### config.mk
export PLATFORM = sky130hd
export DESIGN_NAME = cordic_phase_detector
export DESIGN_NICKNAME = d
export VERILOG_FILES = /design/src/rtl/cordic_phase_detector.sv
export SDC_FILE = /design/constraint.sdc
export NUM_CORES = 1
export LEC_CHECK = 0
export BUFFER_PORTS_ARGS = -buffer_cell sky130_fd_sc_hd__buf_2
export CORE_ASPECT_RATIO = 0.75
export CORE_UTILIZATION = 40
export CTS_BUF_LIST = sky130_fd_sc_hd__clkbuf_8
export DETAILED_ROUTE_END_ITERATION = 12
export PLACE_DENSITY = 0.53
export SKIP_CTS_REPAIR_TIMING = 1
export SYNTH_ARGS = -nofsm -noshare
export SYNTH_HDL_FRONTEND = slang
export SYNTH_SLANG_ARGS = --single-unit
### constraint.sdc
create_clock -name clk -period 6.1 [get_ports clk]
set_clock_uncertainty 0.2 [all_clocks]
set_input_delay 0.61 -clock clk [delete_from_list [all_inputs] [get_ports clk]]
set_output_delay 0.61 -clock clk [all_outputs]
set_load 0.02 [all_outputs]
### src/rtl/cordic_phase_detector.sv
// cordic_phase_detector: iterative vectoring-mode CORDIC that returns the phase and uncompensated magnitude of an I/Q sample
module cordic_phase_detector #(
  parameter int ITER = 16
) (
  input  logic               clk,
  input  logic               rst,
  input  logic               tick,
  input  logic               start_i,
  input  logic signed [15:0] x_i,
  input  logic signed [15:0] y_i,
  output logic               busy_o,
  output logic               valid_o,
  output logic        [15:0] phase_o,
  output logic        [16:0] mag_o
);
  typedef enum logic [1:0] {IDLE, ROTATE, DONE} state_t;
  localparam logic [3:0] LAST = 4'(ITER - 1);
  localparam logic [15:0] ATAN [16] = '{16'd8192, 16'd4836, 16'd2555, 16'd1297,
                                        16'd651, 16'd326, 16'd163, 16'd81,
                                        16'd41, 16'd20, 16'd10, 16'd5,
                                        16'd3, 16'd1, 16'd1, 16'd0};
  state_t             r_state, w_next;
  logic signed [17:0] r_x, r_y;
  logic        [15:0] r_z;
  logic        [3:0]  r_i;
  logic               r_zero;
  logic signed [17:0] w_xe, w_ye, w_xs, w_ys;
  assign w_xe = {{2{x_i[15]}}, x_i};
  assign w_ye = {{2{y_i[15]}}, y_i};
  assign w_xs = r_x >>> r_i;
  assign w_ys = r_y >>> r_i;
  assign busy_o = r_state != IDLE;
  always_comb begin
    w_next = r_state;
    w_next = (r_state == IDLE)   ? (start_i ? ROTATE : IDLE) :
             (r_state == ROTATE) ? ((tick && r_i == LAST) ? DONE : ROTATE) : IDLE;
  end
  always_ff @(posedge clk) r_state <= rst ? IDLE : w_next;
  // Left-half-plane inputs are pre-rotated by pi so the micro-rotations only need to cover +-pi/2.
  always_ff @(posedge clk) begin
    if (rst) begin
      r_x     <= '0;
      r_y     <= '0;
      r_z     <= '0;
      r_i     <= '0;
      r_zero  <= 1'b0;
      valid_o <= 1'b0;
      phase_o <= '0;
      mag_o   <= '0;
    end else begin
      valid_o <= r_state == DONE;
      case (r_state)
        IDLE: if (start_i) begin
          r_x    <= x_i[15] ? -w_xe : w_xe;
          r_y    <= x_i[15] ? -w_ye : w_ye;
          r_z    <= x_i[15] ? 16'd32768 : 16'd0;
          r_i    <= '0;
          r_zero <= (x_i == 16'sd0) && (y_i == 16'sd0);
        end
        ROTATE: if (tick) begin
          r_x <= r_y[17] ? r_x - w_ys : r_x + w_ys;
          r_y <= r_y[17] ? r_y + w_xs : r_y - w_xs;
          r_z <= r_y[17] ? r_z - ATAN[r_i] : r_z + ATAN[r_i];
          r_i <= r_i + 4'd1;
        end
        default: begin
          phase_o <= r_zero ? 16'd0 : r_z;
          mag_o   <= r_zero ? 17'd0 : r_x[16:0];
        end
      endcase
    end
  end
endmodule

==> metrics, run 1 <==
IO Port Bufs=70; Fill cells=2481; routed wire length per instance=20.65 microns; Die Height=138.1 microns; crit-path max FO=36; FF-to-FF setup slack=0.40 ns; detailed placement HPWL=24240 microns; register area=1869 sq um; die width=183.5 microns; worst endpoint required time=6.20 ns; TNS Setup=0 ns; Ports=71; crit path launch type=flip-flop; ant diodes=0; WP data arrival=5.80 ns; via count=9541; fin nets=1361; part of the Yosys area used for sequential elements=0.1884; relative slew slack=0.2758; dpl cell area=10420 sq um; CTS tree=yes; Post-synth top flop=dfxtp_1; final instance area=10600 sq um; cts bufs inserted=9; Via density=5.971; GRT overflow=0; Netlist Area Pre-Place=9879 sq um; most frequent cells in the layout=115 x a21oi_1, 105 x nor2_1, 95 x nand2_1; Area Overhead vs Synth=7.245%; pwr dens=259.1 nW/um^2; R2R depth=16; Worst-path clk slew=0.13 ns; Synth Warn #=0; Crit Reg-Reg Startpoint=r_i[2]$_SDFFE_PP0P_; top cells by area, synth=dfxtp_1 19%, ha_1 7.6%, a21oi_1 5.8%; max-slew violation count=0; clock sinks=93; syn_nets=1340; worst skew pair latency=0.43 ns; vias in the first global route=8548; worst hold margin=0.2662 ns; Hold Startpoint=phase_o[3]$_SDFFE_PP0N_; Pre-antenna DRT Iters=7; Yosys top cell by area=dfxtp_1; Final ANT Viol Nets=0; Core Region=24090 sq um; area of the multi-input gates=7458 sq um; Hold EP=phase_o[3]$_SDFFE_PP0N_; P_leak=4.145 nW; htree depth=3; status=complete, no violations; layout cells sized above 1=0.1373; Synth top area share=0.1884; post-synthesis cell count=1241; CTS root buf=clkbuf_8; Placer Congestion=0.9365; Worst-Margin Slew=1.086 ns; #FFs+latches synth=93; Max clock buf depth=2; fmax=175.5 MHz; kind of critical path=flip-flop to flip-flop; Initial Util=0.4100; crit share post-route=0.9342; Async S/R FF share, synth=0; number of flops mapped to enable cells by yosys=0; Mapped Avg Cell Area=7.961 sq um; RR Endpoint=r_y[16]$_SDFFE_PP0P_; Placement Rows=49; initial antenna violation count=0; first-pass GRT wire length=50980 microns; Post-Route WL=33000 microns; RSZ-0062 raised after global routing=no; Unique masters post-synth=81; final total power=2.745 mW; peak supply drop=152.2 uV; Setup Viol. Count Final=0; largest net degree at the start of global routing=71; worst hold path type=flip-flop to flip-flop; die footprint=25340 sq um; WHS Path Cells=2; Hold Vio Cnt, Final=0; overall routing resource usage=0.2609; most common library cell in the layout ignoring fill and taps=a21oi_1; Iter 0 DRT Violations=966; Worst setup EP type=flip-flop; DRC errors left=0; max_cap viols=0; fin crit period=5.699 ns
==> layout make-up <==
type,instances,area share
multi-input combinational,1030,0.7039
sequential,93,0.1764
timing repair buffer,94,0.05149
tap,331,0.03909
inverter,34,0.01205
clock buffer,9,0.01169
clock inverter,7,0.005314
==> critical path: stages, from the launching register on <==
cell and delay [ns]:
dfxtp_2 0.86, nor2b_1 0.59, a22oi_1 0.17, o21ai_0 0.30, inv_1 0.10, ha_1 0.28, mux2_2 0.30, fa_1 0.43
a21o_1 0.17, a21o_1 0.20, a21oi_1 0.18, o21ai_0 0.13, a2111oi_0 0.64, and3b_1 0.27, o41ai_1 0.39, mux2i_1 0.24
a311oi_1 0.10
==> registers in the layout (all words and copies together), names as in the netlist <==
name / flops
r_z: 16
r_y: 18
mag_o: 17
r_i: 4
r_x: 18
phase_o: 16
valid_o: 1
r_zero: 1
r_state: 2
==> metrics by stage <==
| step | setup WS (ns) | util | instances |
|---|---|---|---|
| after global placement | 0.6589 | 0.4323 | 1582 |
| after detailed placement | 0.5960 | 0.4323 | 1582 |
| after CTS | 0.5546 | 0.4397 | 1598 |
| after global routing | 0.006914 | 0.4397 | 1598 |
| final | 0.4014 | 0.4397 | 1598 |
| after floorplan | 1.216 | - | 1241 |
==> how the worst max path moves through the flow <==
| stage | startpoint | endpoint | cells after the start |
|---|---|---|---|
| finish | r_i[2]$_SDFFE_PP0P_ | r_y[16]$_SDFFE_PP0P_ | 16 |
| global route | r_i[2]$_SDFFE_PP0P_ | r_y[16]$_SDFFE_PP0P_ | 16 |
| CTS | r_i[0]$_SDFFE_PP0P_ | r_x[17]$_SDFFE_PP0P_ | 19 |
| detailed placement | r_i[2]$_SDFFE_PP0P_ | r_y[16]$_SDFFE_PP0P_ | 16 |
| global placement | r_i[2]$_SDFFE_PP0P_ | r_y[16]$_SDFFE_PP0P_ | 16 |
| floorplan | r_i[0]$_SDFFE_PP0P_ | r_y[16]$_SDFFE_PP0P_ | 19 |
==> logic make-up (layout without fill, tap and decap cells) <==
kind of cell    after synthesis  after routing  share of synthesized area
simple gates                429            429                     0.2252
compound gates              362            362                     0.2365
buf+inv                     118            144                    0.05712
xor+xnor                     95             95                    0.08422
flops                        93             93                     0.1885
mux                          81             81                     0.1265
fa+ha+maj                    63             63                    0.08207
==> per-layer routing <==
metal / vias to the layer above / global-route usage / routed length [microns] / part of all wire
li1: 4603 / - / - / -
met2: 378 / 0.3461 / 12860 / 0.39
met1: 4523 / 0.4123 / 17060 / 0.52
met4: 0 / 0.06579 / 517 / 0.016
met3: 37 / 0.05875 / 2554 / 0.077
met5: - / 0 / 0 / 0
==> synthesized netlist by cell type, types with 11 or more instances <==
library cell  number
a21oi_1          115
nor2_1           106
nand2_1           95
dfxtp_1           93
o21ai_0           69
ha_1              60
xnor2_1           57
nand2b_1          47
clkbuf_1          46
nor3_1            38
xor2_1            38
nand3b_1          37
mux2i_1           36
inv_1             31
a211oi_1          23
nor2b_1           21
mux4_2            19
nand3_1           18
o21a_1            17
a31oi_1           16
a21o_1            15
buf_4             14
mux2_2            14
o211ai_1          13
a22oi_1           11
mux4_1            11
o22ai_1           11
o31ai_1           11
==> power breakdown <==
group | internal [mW] | switching [mW]
Combinational | 0.663 | 0.898
Clock | 0.156 | 0.281
Sequential | 0.647 | 0.100
Power figures use the tool's default switching activity.
==> run 2: changes to the inputs <==
--- a/config.mk
+++ b/config.mk
@@ -6,11 +6,13 @@
 export NUM_CORES = 1
 export LEC_CHECK = 0
 export BUFFER_PORTS_ARGS = -buffer_cell sky130_fd_sc_hd__buf_2
+export CELL_PAD_IN_SITES_DETAIL_PLACEMENT = 1
+export CELL_PAD_IN_SITES_GLOBAL_PLACEMENT = 1
 export CORE_ASPECT_RATIO = 0.75
 export CORE_UTILIZATION = 40
 export CTS_BUF_LIST = sky130_fd_sc_hd__clkbuf_8
 export DETAILED_ROUTE_END_ITERATION = 12
-export PLACE_DENSITY = 0.53
+export PLACE_DENSITY = 0.68
 export SKIP_CTS_REPAIR_TIMING = 1
 export SYNTH_ARGS = -nofsm -noshare
 export SYNTH_HDL_FRONTEND = slang
==> run 2 against run 1 <==
  * Worst hold slack better by 0.0025 ns
  * Non-clock buffer count is 2 higher
  * Wire length is 8.8% higher
  * Utilization is 0.12 points higher
  * Largest power group unchanged
  * Register-to-register slack better by 0.07 ns
  * Sequential share of layout area hardly changed
  * Largest cell class unchanged
  * Critical path depth is 2 higher
==> metrics, run 2 (synthesis gave the netlist of run 1 again) <==
Cell Chain, Critical Path=buf_4 > nor2_1 > buf_4 > a22oi_1 > o21ai_0 > inv_1 > ha_1 > mux2_2 > fa_1 > a21o_1 > a21o_1 > a21oi_1 > o21ai_0 > a2111oi_0 > and3b_1 > o41ai_1 > mux2i_1 > a311oi_1; die footprint=25340 sq um (unchanged); Post-Route WL=35900 microns (+8.8%); Setup Viol. Count Final=0 (unchanged); routed wire length per instance=22.44 microns (+8.7%); status=complete, no violations; max-slew violation count=0 (unchanged); final worst slack=0.4734 ns (+0.07202 ns); worst skew pair latency=0.42 ns (about the same); first-pass GRT wire length=56150 microns (+10%); fin nets=1363 (+0.15%); FF-to-FF setup slack=0.47 ns (+0.07 ns); cts bufs inserted=9 (unchanged); pwr dens=262.1 nW/um^2 (+1.2%); R2R depth=18 (+2); P_leak=4.149 nW (+0.11%); RSZ-0062 raised after global routing=no; Max clock buf depth=2 (unchanged); via count=9757 (+2.3%); relative slew slack=0.2521 (-0.02368); worst endpoint required time=6.18 ns (-0.02 ns); crit-path max FO=26 (-28%); Worst-path clk slew=0.12 ns (about the same); max_cap viols=0 (unchanged); final total power=2.785 mW (+1.5%); worst hold margin=0.2687 ns (+0.002464 ns); Core Region=24090 sq um (unchanged); initial antenna violation count=0 (unchanged); Crit Reg-Reg Startpoint=r_i[2]$_SDFFE_PP0P_; clock sinks=93 (unchanged); Final ANT Viol Nets=0 (unchanged); Hold Vio Cnt, Final=0 (unchanged); layout cells sized above 1=0.1403 (+0.002936); Ports=71 (unchanged); Worst setup EP type=flip-flop; Placement Rows=49 (unchanged); Pre-antenna DRT Iters=5 (-2); largest net degree at the start of global routing=77 (+8.5%); htree depth=3 (unchanged); fin crit period=5.627 ns (-0.07202 ns); CP max stage cell=dfxtp_2; Hold EP=phase_o[1]$_SDFFE_PP0N_; Die Height=138.1 microns (unchanged); IO Port Bufs=70 (unchanged); most frequent cells in the layout=115 x a21oi_1, 105 x nor2_1, 95 x nand2_1; vias in the first global route=9472 (+11%); most common library cell in the layout ignoring fill and taps=a21oi_1; Hold Startpoint=phase_o[1]$_SDFFE_PP0N_; Area Overhead vs Synth=7.548%; detailed placement HPWL=26730 microns (+10%); overall routing resource usage=0.2855 (+0.02457); Worst-Margin Slew=1.120 ns (+0.03399 ns); crit share post-route=0.9224 (-0.01181); biggest regs=r_x (18), r_y (18), mag_o (17); Worst path max stage delay=0.74 ns (-0.12 ns); CTS root buf=clkbuf_8; Initial Util=0.4100 (unchanged); WHS Path Cells=2 (unchanged); fmax=177.7 MHz (+1.3%); GRT overflow=0 (unchanged); peak supply drop=131.3 uV (-14%); TNS Setup=0 ns (unchanged); Iter 0 DRT Violations=883 (-8.6%); kind of critical path=flip-flop to flip-flop; CTS tree=yes; Placer Congestion=0.9408 (+0.46%); ant diodes=0 (unchanged); Post-Place Setup Slack=0.3569 ns (-0.2391 ns); Via density=6.098 (+2.1%); DRC errors left=0 (unchanged); WP data arrival=5.70 ns (-0.10 ns); worst hold path type=flip-flop to flip-flop; RR Endpoint=r_y[16]$_SDFFE_PP0P_; die width=183.5 microns (unchanged); crit path launch type=flip-flop
-- run 2: cell types whose count changed in the layout (fill, tap and decap cells not counted), sizes merged --
cell	delta
inv	-2
clkinvlp	+2
buf	+2
-- run 2: worst max-delay path by stage --
stage / startpoint / endpoint / slack [ns]
floorplan: r_i[0]$_SDFFE_PP0P_ / r_y[16]$_SDFFE_PP0P_ / 1.22
global placement: r_i[1]$_SDFFE_PP0P_ / r_z[13]$_SDFFE_PP0P_ / 0.36
detailed placement: r_i[1]$_SDFFE_PP0P_ / r_z[11]$_SDFFE_PP0P_ / 0.36
CTS: r_i[1]$_SDFFE_PP0P_ / r_z[11]$_SDFFE_PP0P_ / 0.32
global route: r_i[1]$_SDFFE_PP0P_ / r_x[17]$_SDFFE_PP0P_ / 0.14
finish: r_i[2]$_SDFFE_PP0P_ / r_y[16]$_SDFFE_PP0P_ / 0.47
-- run 2: cell type report --
type / count / area (sq um)
fill: 2996 / 13470
clock buffer: 9 / 123.9
tap: 331 / 414.1
clock inverter: 7 / 66.31
inverter: 34 / 127.6
timing repair buffer: 96 / 548.0
sequential: 93 / 1874
multi-input combinational: 1030 / 7471
-- run 2: worst max-delay path: cells and delay by family, from the launching register on --
family	cells	cell delay, ns
compound gates	9	2.29
flops	1	0.74
buf+inv	3	0.68
fa+ha+maj	2	0.66
mux	2	0.56
simple gates	2	0.33
-- run 2: report_power, final --
| group | internal, mW | total [mW] | leakage (nW) | switching [mW] |
|---|---|---|---|---|
| Clock | 0.157 | 0.439 | 0.0896 | 0.282 |
| Combinational | 0.666 | 1.60 | 3.30 | 0.937 |
| Sequential | 0.646 | 0.743 | 0.761 | 0.0973 |
| Total | 1.47 | 2.78 | 4.15 | 1.32 |
-- run 2: routing by layer --
| layer | vias to the layer above | track usage | share of wire |
|---|---|---|---|
| met4 | 0 | 0.06447 | 0.015 |
| li1 | 4607 | - | - |
| met1 | 4794 | 0.4484 | 0.52 |
| met5 | - | 0 | 0 |
| met2 | 322 | 0.3987 | 0.40 |
| met3 | 34 | 0.04636 | 0.065 |
-- run 2: per-stage QoR --
stage	cell area, sq um	instances	utilization
6_report	10630	1600	0.4410
4_1_cts	10610	1600	0.4403
2_1_floorplan	9879	1241	-
5_1_grt	10630	1600	0.4410
3_3_place_gp	10420	1584	0.4324
3_5_place_dp	10420	1584	0.4324
